===== config.mk =====
export PLATFORM = sky130hd
export DESIGN_NAME = seg_scan_ctrl
export DESIGN_NICKNAME = d
export VERILOG_FILES = /design/src/rtl/seg_scan_ctrl.sv
export SDC_FILE = /design/constraint.sdc
export NUM_CORES = 1
export LEC_CHECK = 0
export ABC_AREA = 1
export BUFFER_PORTS_ARGS = -buffer_cell sky130_fd_sc_hd__buf_2
export CAP_MARGIN = 10
export CORE_MARGIN = 2
export CORE_UTILIZATION = 62
export CTS_CLUSTER_SIZE = 8
export DETAILED_ROUTE_END_ITERATION = 12
export GPL_TIMING_DRIVEN = 0
export PLACE_DENSITY = 0.93
export SLEW_MARGIN = 20
export SYNTH_ARGS = -nofsm -noshare
export SYNTH_HDL_FRONTEND = slang
export SYNTH_SLANG_ARGS = --single-unit

===== constraint.sdc =====
create_clock -name clk -period 4 [get_ports clk]
set_clock_uncertainty 0.2 [all_clocks]
set_input_delay 0.8 -clock clk [delete_from_list [all_inputs] [get_ports clk]]
set_output_delay 0.8 -clock clk [all_outputs]
set_load 0.1 [all_outputs]

===== src/rtl/seg_scan_ctrl.sv =====
// Time-multiplexed scan controller for an NDIG-digit common-anode 7-segment display.
// Optional decimal-point support is enabled by defining SEG_SCAN_DP_EN.
module seg_scan_ctrl #(
  parameter int NDIG = 8,
  parameter int DIV  = 1000,
  parameter int DEAD = 4
) (
  input  logic                     clk,
  input  logic                     rst,
  input  logic                     en,
  input  logic                     wr_valid,
  output logic                     wr_ready,
  input  logic [$clog2(NDIG)-1:0]  wr_idx,
  input  logic [3:0]               wr_data,
  input  logic                     wr_blank,
`ifdef SEG_SCAN_DP_EN
  input  logic                     wr_dp,
  output logic                     dp,
`endif
  output logic [NDIG-1:0]          an,
  output logic [6:0]               seg,
  output logic [$clog2(NDIG)-1:0]  scan_idx
);

  localparam int IW   = $clog2(NDIG);
  localparam int CMAX = (DIV > DEAD) ? DIV : DEAD;
  localparam int CW   = $clog2(CMAX);
  localparam logic [CW-1:0] DIV_LAST  = CW'(DIV - 1);
  localparam logic [CW-1:0] DEAD_LAST = CW'(DEAD - 1);
  localparam logic [IW-1:0] IDX_LAST  = IW'(NDIG - 1);
  localparam logic [IW:0]   NDIG_W    = (IW + 1)'(NDIG);

  typedef enum logic [1:0] {
    IDLE  = 2'd0,
    BLANK = 2'd1,
    SHOW  = 2'd2
  } state_t;

  // Active-low {g,f,e,d,c,b,a} code for one hex digit.
  function automatic logic [6:0] seg_code(input logic [3:0] val, input logic blank);
    logic [6:0] code;
    case (val)
      4'h0: code = 7'h40;
      4'h1: code = 7'h79;
      4'h2: code = 7'h24;
      4'h3: code = 7'h30;
      4'h4: code = 7'h19;
      4'h5: code = 7'h12;
      4'h6: code = 7'h02;
      4'h7: code = 7'h78;
      4'h8: code = 7'h00;
      4'h9: code = 7'h10;
      4'hA: code = 7'h08;
      4'hB: code = 7'h03;
      4'hC: code = 7'h46;
      4'hD: code = 7'h21;
      4'hE: code = 7'h06;
      4'hF: code = 7'h0E;
      default: code = 7'h7F;
    endcase
    return blank ? 7'h7F : code;
  endfunction

  state_t          state_r, state_nxt_s;
  logic [CW-1:0]   cnt_r, cnt_nxt_s;
  logic [IW-1:0]   scan_idx_r, idx_nxt_s;
  logic [NDIG-1:0] an_r, an_nxt_s, sel_s;
  logic [6:0]      seg_r, seg_nxt_s;
  logic            wr_ready_r;
  logic [3:0]      data_r [NDIG];
  logic [NDIG-1:0] blank_r;
  logic            wr_fire_s, wr_ok_s, wr_hit_s;
  logic [3:0]      fetch_data_s;
  logic            fetch_blank_s;
`ifdef SEG_SCAN_DP_EN
  logic [NDIG-1:0] dp_mem_r;
  logic            dp_r, dp_nxt_s, fetch_dp_s;
`endif

  assign wr_ready = wr_ready_r;
  assign an       = an_r;
  assign seg      = seg_r;
  assign scan_idx = scan_idx_r;
`ifdef SEG_SCAN_DP_EN
  assign dp       = dp_r;
`endif

  // Write decode and write-through fetch of the digit owning the next slot.
  always_comb begin
    wr_fire_s     = wr_valid && wr_ready_r;
    wr_ok_s       = wr_fire_s && ({1'b0, wr_idx} < NDIG_W);
    wr_hit_s      = wr_ok_s && (wr_idx == scan_idx_r);
    fetch_data_s  = wr_hit_s ? wr_data  : data_r[scan_idx_r];
    fetch_blank_s = wr_hit_s ? wr_blank : blank_r[scan_idx_r];
`ifdef SEG_SCAN_DP_EN
    fetch_dp_s    = wr_hit_s ? wr_dp    : dp_mem_r[scan_idx_r];
`endif
    sel_s             = '1;
    sel_s[scan_idx_r] = 1'b0;
  end

  // Next-state, slot counter and next registered output values.
  always_comb begin
    state_nxt_s = state_r;
    cnt_nxt_s   = cnt_r;
    idx_nxt_s   = scan_idx_r;
    an_nxt_s    = '1;
    seg_nxt_s   = 7'h7F;
`ifdef SEG_SCAN_DP_EN
    dp_nxt_s    = 1'b1;
`endif
    if (!en) begin
      state_nxt_s = IDLE;
      cnt_nxt_s   = '0;
    end else begin
      case (state_r)
        IDLE: begin
          state_nxt_s = BLANK;
          cnt_nxt_s   = '0;
        end
        BLANK: begin
          if (cnt_r == DEAD_LAST) begin
            state_nxt_s = SHOW;
            cnt_nxt_s   = '0;
            an_nxt_s    = sel_s;
            seg_nxt_s   = seg_code(fetch_data_s, fetch_blank_s);
`ifdef SEG_SCAN_DP_EN
            dp_nxt_s    = ~fetch_dp_s;
`endif
          end else begin
            cnt_nxt_s = cnt_r + CW'(1);
          end
        end
        SHOW: begin
          if (cnt_r == DIV_LAST) begin
            state_nxt_s = BLANK;
            cnt_nxt_s   = '0;
            idx_nxt_s   = (scan_idx_r == IDX_LAST) ? IW'(0) : scan_idx_r + IW'(1);
          end else begin
            // Hold the fetched code for the whole slot so mid-slot writes never glitch.
            cnt_nxt_s = cnt_r + CW'(1);
            an_nxt_s  = an_r;
            seg_nxt_s = seg_r;
`ifdef SEG_SCAN_DP_EN
            dp_nxt_s  = dp_r;
`endif
          end
        end
        default: begin
          state_nxt_s = IDLE;
          cnt_nxt_s   = '0;
        end
      endcase
    end
  end

  // State, counter and registered pin outputs.
  always_ff @(posedge clk) begin
    if (rst) begin
      state_r    <= IDLE;
      cnt_r      <= '0;
      scan_idx_r <= '0;
      an_r       <= '1;
      seg_r      <= 7'h7F;
      wr_ready_r <= 1'b0;
`ifdef SEG_SCAN_DP_EN
      dp_r       <= 1'b1;
`endif
    end else begin
      state_r    <= state_nxt_s;
      cnt_r      <= cnt_nxt_s;
      scan_idx_r <= idx_nxt_s;
      an_r       <= an_nxt_s;
      seg_r      <= seg_nxt_s;
      wr_ready_r <= 1'b1;
`ifdef SEG_SCAN_DP_EN
      dp_r       <= dp_nxt_s;
`endif
    end
  end

  // Per-digit storage; out-of-range writes complete the handshake but are dropped.
  always_ff @(posedge clk) begin
    if (rst) begin
      for (int i = 0; i < NDIG; i++) begin
        data_r[i] <= 4'h0;
      end
      blank_r <= '1;
`ifdef SEG_SCAN_DP_EN
      dp_mem_r <= '0;
`endif
    end else if (wr_ok_s) begin
      data_r[wr_idx]  <= wr_data;
      blank_r[wr_idx] <= wr_blank;
`ifdef SEG_SCAN_DP_EN
      dp_mem_r[wr_idx] <= wr_dp;
`endif
    end
  end

endmodule


==> flow_results.org, run 1 <==
** Run status
- Run status :: finished clean

** Global route
- The first global-routing pass estimated 14,200 um of wire.
- Vias in the first global route :: ~3,200
- Gr usage total :: 0.280
- Largest net degree at the start of global routing :: 14
- Initial antenna violation count :: 0
- Remaining Overflow, GRT :: 0

** Die
- Num rows :: 28
- Height of the die :: 81.8 um
- Count of pins on the block boundary :: 31
- Starting density of the core :: 0.638
- Core area :: ~5900 um2
- Die ar. :: 6700 um2
- Measured along the x axis, the die boundary spans between 80 and 90 um.

** Hold path
- Worst hold endpoint :: cnt_r[0]
- The tightest min-delay check is of the reg -> reg type.
- Counting instances, the worst hold path has a depth of 1.
- The startpoint identified for the worst hold timing path is cnt_r[0].

** Setup path
- Type of origin of the critical path :: input pin
- Measured in cells, the most critical reg-to-reg path has a length of 16.
- Across all register-to-register paths, the minimum setup slack is between 1 and 1.5 ns.
- Worst Path Required :: 4.05 ns
- In this run the worst path has a maximum fanout of 6.
- At the worst endpoint, the arrival time is approximately 2.6 ns.
- The endpoint identified for the worst register-to-register timing path is seg[3].
- The most critical setup path has its startpoint at wr_valid.
- Element type at the critical path end :: flip-flop
- The critical path is of the in -> reg type.

** Timing
- Share of the cycle needed by the critical path after routing :: 0.640
- Final setup violation count :: 0
- Headroom to the max-slew limit came out at 0.579.
- Setup repair after global routing missed its margin :: no
- Slack of the critical path :: 1.44 ns
- Slew at the pin with the worst max-slew slack :: between 0.6 and 0.7 ns
- Total negative setup slack :: 0 ns
- Hold violation count in the final report :: 0
- The worst path needs roughly 2.6 ns of the cycle, external delays included.
- Count of final max-slew check failures :: 0
- Maximum operating frequency :: 0.391 GHz

** Power
- Combinational cell fraction of total power :: 0.058
- Net switching power of the design :: 0.000342 W
- Overall power consumption :: 0.00144 W
- The share of total power dissipated in sequential elements is 0.557.
- Of the total power, the share spent switching nets is 0.237.
- Across the VDD grid, the largest voltage drop is ~0.34 mV.
- The share of total power dissipated in the clock network is 0.385.
- Dividing total power by cell area gives a power density of 345 nW/um2.
- The internal portion of the total power is 0.00110 W.
- Summed over all cells, the static leakage comes to 1.92 nW.

** Synth
- Number of enable flip-flop cells after synthesis :: 32
- The compound-cell area share of the yosys netlist was 0.0599.
- Yosys reg bits :: 74
- XOR/XNOR share of the synthesized area :: 0.00699
- Yosys printed 0 warnings.
- The largest total area in the synthesized netlist belongs to edfxtp_1.
- By area the synthesized netlist is led by edfxtp_1 26%, dfxtp_1 22%, nand2_1 14%, nor2_1 7.4%, inv_1 5.8%.
- Proportion of register bits with asynchronous set or reset after synthesis :: 0
- Count of mapped cells out of synthesis :: about 490
- Ranking of synthesized cells by instance count :: 138 x nand2_1, 74 x nor2_1, 58 x inv_1
- Basic-gate share of the synthesized area counting and, or, nand and nor cells :: 0.326
- Top FF cell, synth :: dfxtp_1
- Synthesized net count :: 513
- Of the post-synthesis cell area, the dominant cell type holds 0.256.
- Measured against the total synthesized area, the mux share comes to 0.
- Most numerous cell in the Yosys netlist :: nand2_1
- Of the synthesized area, sequential elements account for 0.480.
- Distinct cells, synth :: 36
- The average instance in the mapped netlist occupies 7.70 um2.
- Largest family of logic cells by synthesized area :: simple AND/OR/NAND/NOR gates
- In this run the cell area of the synthesized design comes to roughly 3800 um2.
- Adder-Cell Fraction of Synth Area :: 0.0433

** Clock tree
- Buffers added to address setup during post-CTS repair amount to 0.
- Buffer type at the clock tree root :: clkbuf_8
- Clock-pin slew was measured on the worst setup and hold paths at 0.08 ns.
- Clock latency on the worst-skew pair, taken at its later pin, is around 0.35 ns.
- Post-CTS repair changed the size of 0 cells.
- CTS max path bufs :: 2
- Counting every sink on the clock net gives 74.
- CTS tree :: built
- Hold-fix buffer count after cts :: 0
- The H-tree was split into 3 levels.
- The number of clock buffers added by TritonCTS is 9.

** Route
- The detailed router put a total of 3510 um of wire on met1.
- Routed wl met2 :: around 4300 um
- Final routed wire length divided by cell count :: 14.3 um
- After detailed routing, no signal wire sits above met4.
- Total via count in the routed design :: 3,387
- Antenna-violating nets left :: 0
- Average vias per placed instance :: between 5 and 6
- Wire segments on met3 add up to between 600 and 700 um in the final route.
- DRC violations left :: 0
- Total iterations of the first detailed-routing run :: 6
- Summed over all layers, the routed wires come to 8710 um.
- After the first detailed-routing iteration, the DRC count stood at around 330.

** Cells and area
- Final Net Count :: approximately 550
- Syn-to-layout area delta :: 11.3%
- Share of post-route cells with drive strength above 1 :: 0.132
- 0 antenna diodes ended up in the layout.
- Final Instance Count excl. Fillers :: between 600 and 700

** Placement
- Estimated wirelength of the detail-placed design :: 6200 um
- Port Buffers :: 28
- Number of cells in the design after placement :: 591
- Post-place setup slack :: 1.11 ns
- Weighted congestion reported at the end of routability-driven placement :: 0.938

** Run
- Max-cap violations :: 0
==> stage by stage <==
stage               hold WS (ns)  instance area (um2)   util
floorplan                  0.218                 3760      -
detailed placement         0.247                 3990  0.678
global placement           0.231                 3990  0.678
finish                     0.257                 4180  0.710
global route               0.281                 4180  0.710
CTS                        0.263                 4180  0.710
==> worst max-delay path by stage <==
stage                         to  slack, ns  cells after the start
after CTS                 seg[3]       1.48                     17
final                     seg[3]       1.44                     17
after detailed placement  seg[3]       1.11                     17
after floorplan           seg[3]       1.20                     16
after global placement    seg[3]       1.18                     17
after global routing      seg[3]       1.23                     17
==> registers in the layout, indices dropped and copies added, names as in the netlist, named ones only <==
| register | count |
|---|---|
| state_r | 2 |
| scan_idx | 3 |
| an | 8 |
| cnt_r | 10 |
| seg | 7 |
| data_r | 32 |
| wr_ready | 1 |
| blank_r | 8 |
==> metal layers <==
metal	track usage	vias up
met5	0	-
met4	0.130	0
met3	0.0637	33
met2	0.472	173
met1	0.341	1543
li1	-	1638
==> cells in the final DEF, fill, tap and decap left out, types with 3 or more instances in the layout <==
cell type | synthesis | routed
nand2_2 | 5 | 5
a21oi_1 | 4 | 4
o21ai_0 | 18 | 18
clkbuf_8 | 0 | 10
clkbuf_1 | 4 | 5
nor3_1 | 6 | 6
nand4_1 | 6 | 6
a211oi_1 | 3 | 3
buf_2 | 4 | 32
nand2_1 | 138 | 138
dfxtp_1 | 42 | 42
inv_2 | 4 | 4
o22a_1 | 4 | 4
nand2_4 | 3 | 3
nand3_1 | 43 | 43
edfxtp_1 | 32 | 32
nor2_1 | 74 | 74
a31oi_1 | 4 | 4
inv_1 | 58 | 58
ha_1 | 13 | 13
==> cell families after synthesis <==
family                   after synthesis
AND/OR/NAND/NOR                      285
flip-flops                            74
buffers and inverters                 75
AO/OA/AOI/OAI                         38
XOR/XNOR                               3
adder cells (fa/ha/maj)               13
==> critical path, stage by stage <==
cell	delay, ns
buf_2	0.10
nand2_1	0.06
nor2_2	0.18
nand2_1	0.07
nand2_1	0.10
nand2_4	0.11
clkinv_4	0.09
nand2_1	0.05
nand2_1	0.17
inv_1	0.12
ha_1	0.27
inv_1	0.11
nand3_1	0.09
nand3_1	0.09
nand3_1	0.08
nand2_1	0.07
nand2_1	0.04
==> area by class of cell <==
type                    instances  area [um2]
repair buffers                 28         140
fillers                       430        1710
clock buffers                  12         166
clock inverters                 4        22.5
multi-input cells             339        1640
plain buffers                  12        76.3
inverters                      63         241
well taps                      75        93.8
flip-flops and latches         74        1800
==> power by group through the flow <==
| stage | clock [W] | sequential (W) | combinational [W] |
|---|---|---|---|
| 2_1_floorplan | 0 | 0.000822 | 0.0000546 |
| 3_3_place_gp | 0 | 0.000819 | 0.0000786 |
| 6_report | 0.000555 | 0.000803 | 0.0000841 |
| 4_1_cts | 0.000553 | 0.000803 | 0.0000827 |
| 5_1_grt | 0.000582 | 0.000804 | 0.0000935 |
| 3_5_place_dp | 0 | 0.000820 | 0.0000822 |
(Power assumes the default switching activity.)
==> run 2, diff against run 1 <==
--- a/config.mk
+++ b/config.mk
@@ -9,11 +9,11 @@
 export BUFFER_PORTS_ARGS = -buffer_cell sky130_fd_sc_hd__buf_2
 export CAP_MARGIN = 10
 export CORE_MARGIN = 2
-export CORE_UTILIZATION = 62
+export CORE_UTILIZATION = 54
 export CTS_CLUSTER_SIZE = 8
 export DETAILED_ROUTE_END_ITERATION = 12
 export GPL_TIMING_DRIVEN = 0
-export PLACE_DENSITY = 0.93
+export PLACE_DENSITY = 0.87
 export SLEW_MARGIN = 20
 export SYNTH_ARGS = -nofsm -noshare
 export SYNTH_HDL_FRONTEND = slang
==> constraint.sdc (replaced) <==
create_clock -name clk -period 2.25 [get_ports clk]
set_clock_uncertainty 0.2 [all_clocks]
set_input_delay 0.45 -clock clk [delete_from_list [all_inputs] [get_ports clk]]
set_output_delay 0.45 -clock clk [all_outputs]
set_load 0.1 [all_outputs]
==> run 2 against run 1 <==
Compared with the run above:
- via count down 1.7%
- combinational power up 87%
- highest routed layer unchanged
- register-to-register slack worse by 1.4 ns
- sequential share of layout area down 0.84 points
- first-iteration DRC count down 32%
- clock power up 80%
- setup slack worse by 1.4 ns
- critical path depth down 2
- largest power group unchanged
- worst hold slack worse by 0.098 ns
- count of clock-buffer cells in the layout down 1
==> flow_results.org, run 2 (synthesized netlist as in run 1, its figures left out) <==
** Setup path
- Along the worst path, the maximum fanout reaches 10.
- Reg2reg setup slack :: between 0.07 and 0.08 ns
- Data arrival time of the critical path :: 2.22 ns
- The worst register-to-register path has a depth of 15.
- Element type at the critical path end :: flip-flop
- The worst setup path is launched from a flip-flop.
- Critical-path cell with the highest stage delay :: dfxtp_1
- Among the stages of the critical path, the cell type that occurs most often is nand3_1.
- The signal on the critical path passes through buf_4 > clkinvlp_4 > nor2_1 > o21ai_1 > nand3_1 > nand3_2 > nand2_2 > inv_2 > ha_4 > inv_1 > nand3_1 > nand3_1 > nand3_1 > nand2_1 > nand2_1.
- Worst Path Required :: 2.30 ns
- Capturing point of the worst reg2reg path :: seg[3]
- Delay contributed by the slowest stage of the critical path :: 0.34 ns
- Start-to-end type of the worst setup path :: reg -> reg

** Global route
- Initial antenna violation count :: 0
- For this run, the total global-route usage over all layers was measured as 0.244.
- Entering global routing, the biggest net connects 13 pins.
- Vias in the first global route :: ~3,200
- Remaining Overflow, GRT :: 0
- The first global-routing pass estimated 14,200 um of wire.

** Cells and area
- The final layout contains 555 nets.
- The register with the most flip-flops in the layout has 32 of them.
- Share of post-route cells with drive strength above 1 :: 0.167
- The largest registers in the layout are data_r (32), cnt_r (10).
- Once layout is complete, the utilization of the core stands at 0.636.
- Final design area excluding fillers :: 4300 um2
- N_diodes :: 0
- Compared with the post-synthesis result, the final layout area differs by 14.4%.
- In the layout the commonest cells are 136 x nand2_1, 71 x nor2_1, 55 x inv_1, 41 x nand3_1, 38 x dfxtp_1.
- The register with the most flip-flops in the final layout is data_r.
- Most frequent standard cell in the layout excluding fill and tap cells :: nand2_1
- Counting the fill cells in the layout gives 578.

** Power
- LEAKAGE :: 1.95 nW
- Power Dens Cells :: between 500 and 600 nW/um2
- Clock network fraction of design power :: 0.387
- The share of total power dissipated in combinational logic is 0.061.
- Worst IR Drop VDD :: just under 0.5 mV
- The share of total power dissipated in sequential elements is 0.552.
- Summed over all nets, the switching power comes to 0.000596 W.
- Internal power comes to roughly 0.0020 W.
- Sw frac :: 0.231

** Clock tree
- Clock slew at reported path FFs :: about 0.080 ns
- The clock drives 74 sinks.
- CTS max path bufs :: 2
- CTS built an H-tree with a depth of 3.
- Clock latency on the worst-skew pair :: 0.34 ns
- Hold-fix buffer count after cts :: 0
- CTS tree :: built
- The number of clock buffers added by TritonCTS is 9.
- Buffer type at the clock tree root :: clkbuf_8

** Timing
- Setup repair after global routing missed its margin :: yes
- The worst path meets setup with 0.0785 ns of slack.
- Headroom to the max-slew limit came out at 0.595.
- Final setup violation count :: 0
- The final-report max-slew violation count was 0.
- Based on the critical path, the design can be clocked at up to 0.461 GHz.
- The hold violation count in the final report is 0.
- In the finished design, the share of the clock period the worst path needs comes to 0.965.
- Total negative setup slack :: 0 ns
- Counting I/O delays and the setup requirement, the final critical path takes 2.17 ns.
- For the pin with the worst max-slew slack, the measured transition is 0.605 ns.

** Die
- Die width :: 87.4 um
- The floorplan step defined a core boundary enclosing around 6800 um2.
- Height of the die :: 87.4 um
- For this configuration, the core starts out at a cell density of 0.556.
- The floorplan step defined a die boundary enclosing between 7000 and 8000 um2.
- Pin placement for this block handled 31 I/O pins.
- The floorplan has 30 rows.

** Hold path
- In this run the most critical hold path is launched from rst.
- In this run the worst hold path is classified as in -> reg.
- The path with the worst hold slack has its endpoint at scan_idx[2].
- Number of cells on the worst hold path :: 2

** Run
- Max-cap violations :: 0

** Placement
- Summed over all nets, the half-perimeter wirelength after detailed placement is 6150 um.
- At the end of routability-driven placement, the weighted congestion stood at 0.937.
- OpenSTA, run right after detailed placement, puts the worst setup slack at -0.260 ns.
- Cell Area, Placed :: 4010 um2
- Port buffering added 28 buffers.

** Route
- After the first detailed-routing iteration, the DRC count stood at 225.
- After detailed routing, the number of vias per cell comes to about 5.4.
- Post-Route WL :: around 8700 um
- For this run, design rule violations remaining after detail routing come to 0.
- Final routed wire length divided by cell count :: roughly 14 um
- Across all layers, the routed design uses ~3,300 vias.
- The first detailed-routing pass took 6 iterations.
- Once detail routing completed, the nets flagged for antenna violations numbered 0.

** Run status
- The run finished with clean final reports.
-- run 2: changes by cell type in the layout (fill, tap and decap cells not counted), moves of 3 or more --
cell / change
buf_4: +4
dfxtp_1: -4
dfxtp_4: +4
inv_1: -3
nor2_1: -3
-- run 2: worst max-delay path: cells and delay by family (launching register included) --
family	cells	cell delay (ns)
compound gates	1	0.07
buf+inv	4	0.48
fa+ha+maj	1	0.17
flops	1	0.34
simple gates	9	0.83
-- run 2: area by class of cell --
cell class                 instances  area, um2  area share
clock inverter                     4       21.3     0.00495
buffer                            11       81.3      0.0189
tap                               80        100      0.0233
timing repair buffer              32        170      0.0396
multi-input combinational        339       1690       0.392
sequential                        74       1820       0.423
inverter                          63        250      0.0582
clock buffer                      11        174      0.0405
-- run 2: through the flow --
stage,power (W),hold slack (ns),std cells
final,0.00258,0.159,614
after global routing,0.00267,0.159,614
after CTS,0.00259,0.146,613
after detailed placement,0.00160,0.247,596
after global placement,0.00159,0.231,596
after floorplan,0.00156,0.218,488
-- run 2: how the worst max path moves through the flow --
stage,end,slack [ns],cells past startpoint
after floorplan,seg[3],-0.03,16
after global placement,seg[3],-0.23,17
after detailed placement,seg[3],-0.26,17
after CTS,seg[3],0.03,16
after global routing,seg[3],-0.05,16
final,seg[3],0.08,15
-- run 2: what timing repair did --
action                     CTS  global route
resized for setup            7            16
pin swaps                    1             2
setup endpoints to repair    7             7
setup buffers                2             2
-- run 2: routing by layer --
metal | GRT usage | vias to the layer above | wire (um)
met4 | 0.0909 | 0 | 216
met2 | 0.413 | 113 | 4280
met3 | 0.0711 | 19 | 603
met1 | 0.293 | 1552 | 3610
met5 | 0 | - | 0
li1 | - | 1647 | -
-- run 2: power by group through the flow --
stage	clock (W)	combinational, W	sequential [W]
2_1_floorplan	0	0.0000971	0.00146
3_3_place_gp	0	0.000140	0.00145
3_5_place_dp	0	0.000145	0.00145
4_1_cts	0.00101	0.000148	0.00142
5_1_grt	0.00107	0.000174	0.00142
6_report	0.000998	0.000157	0.00142
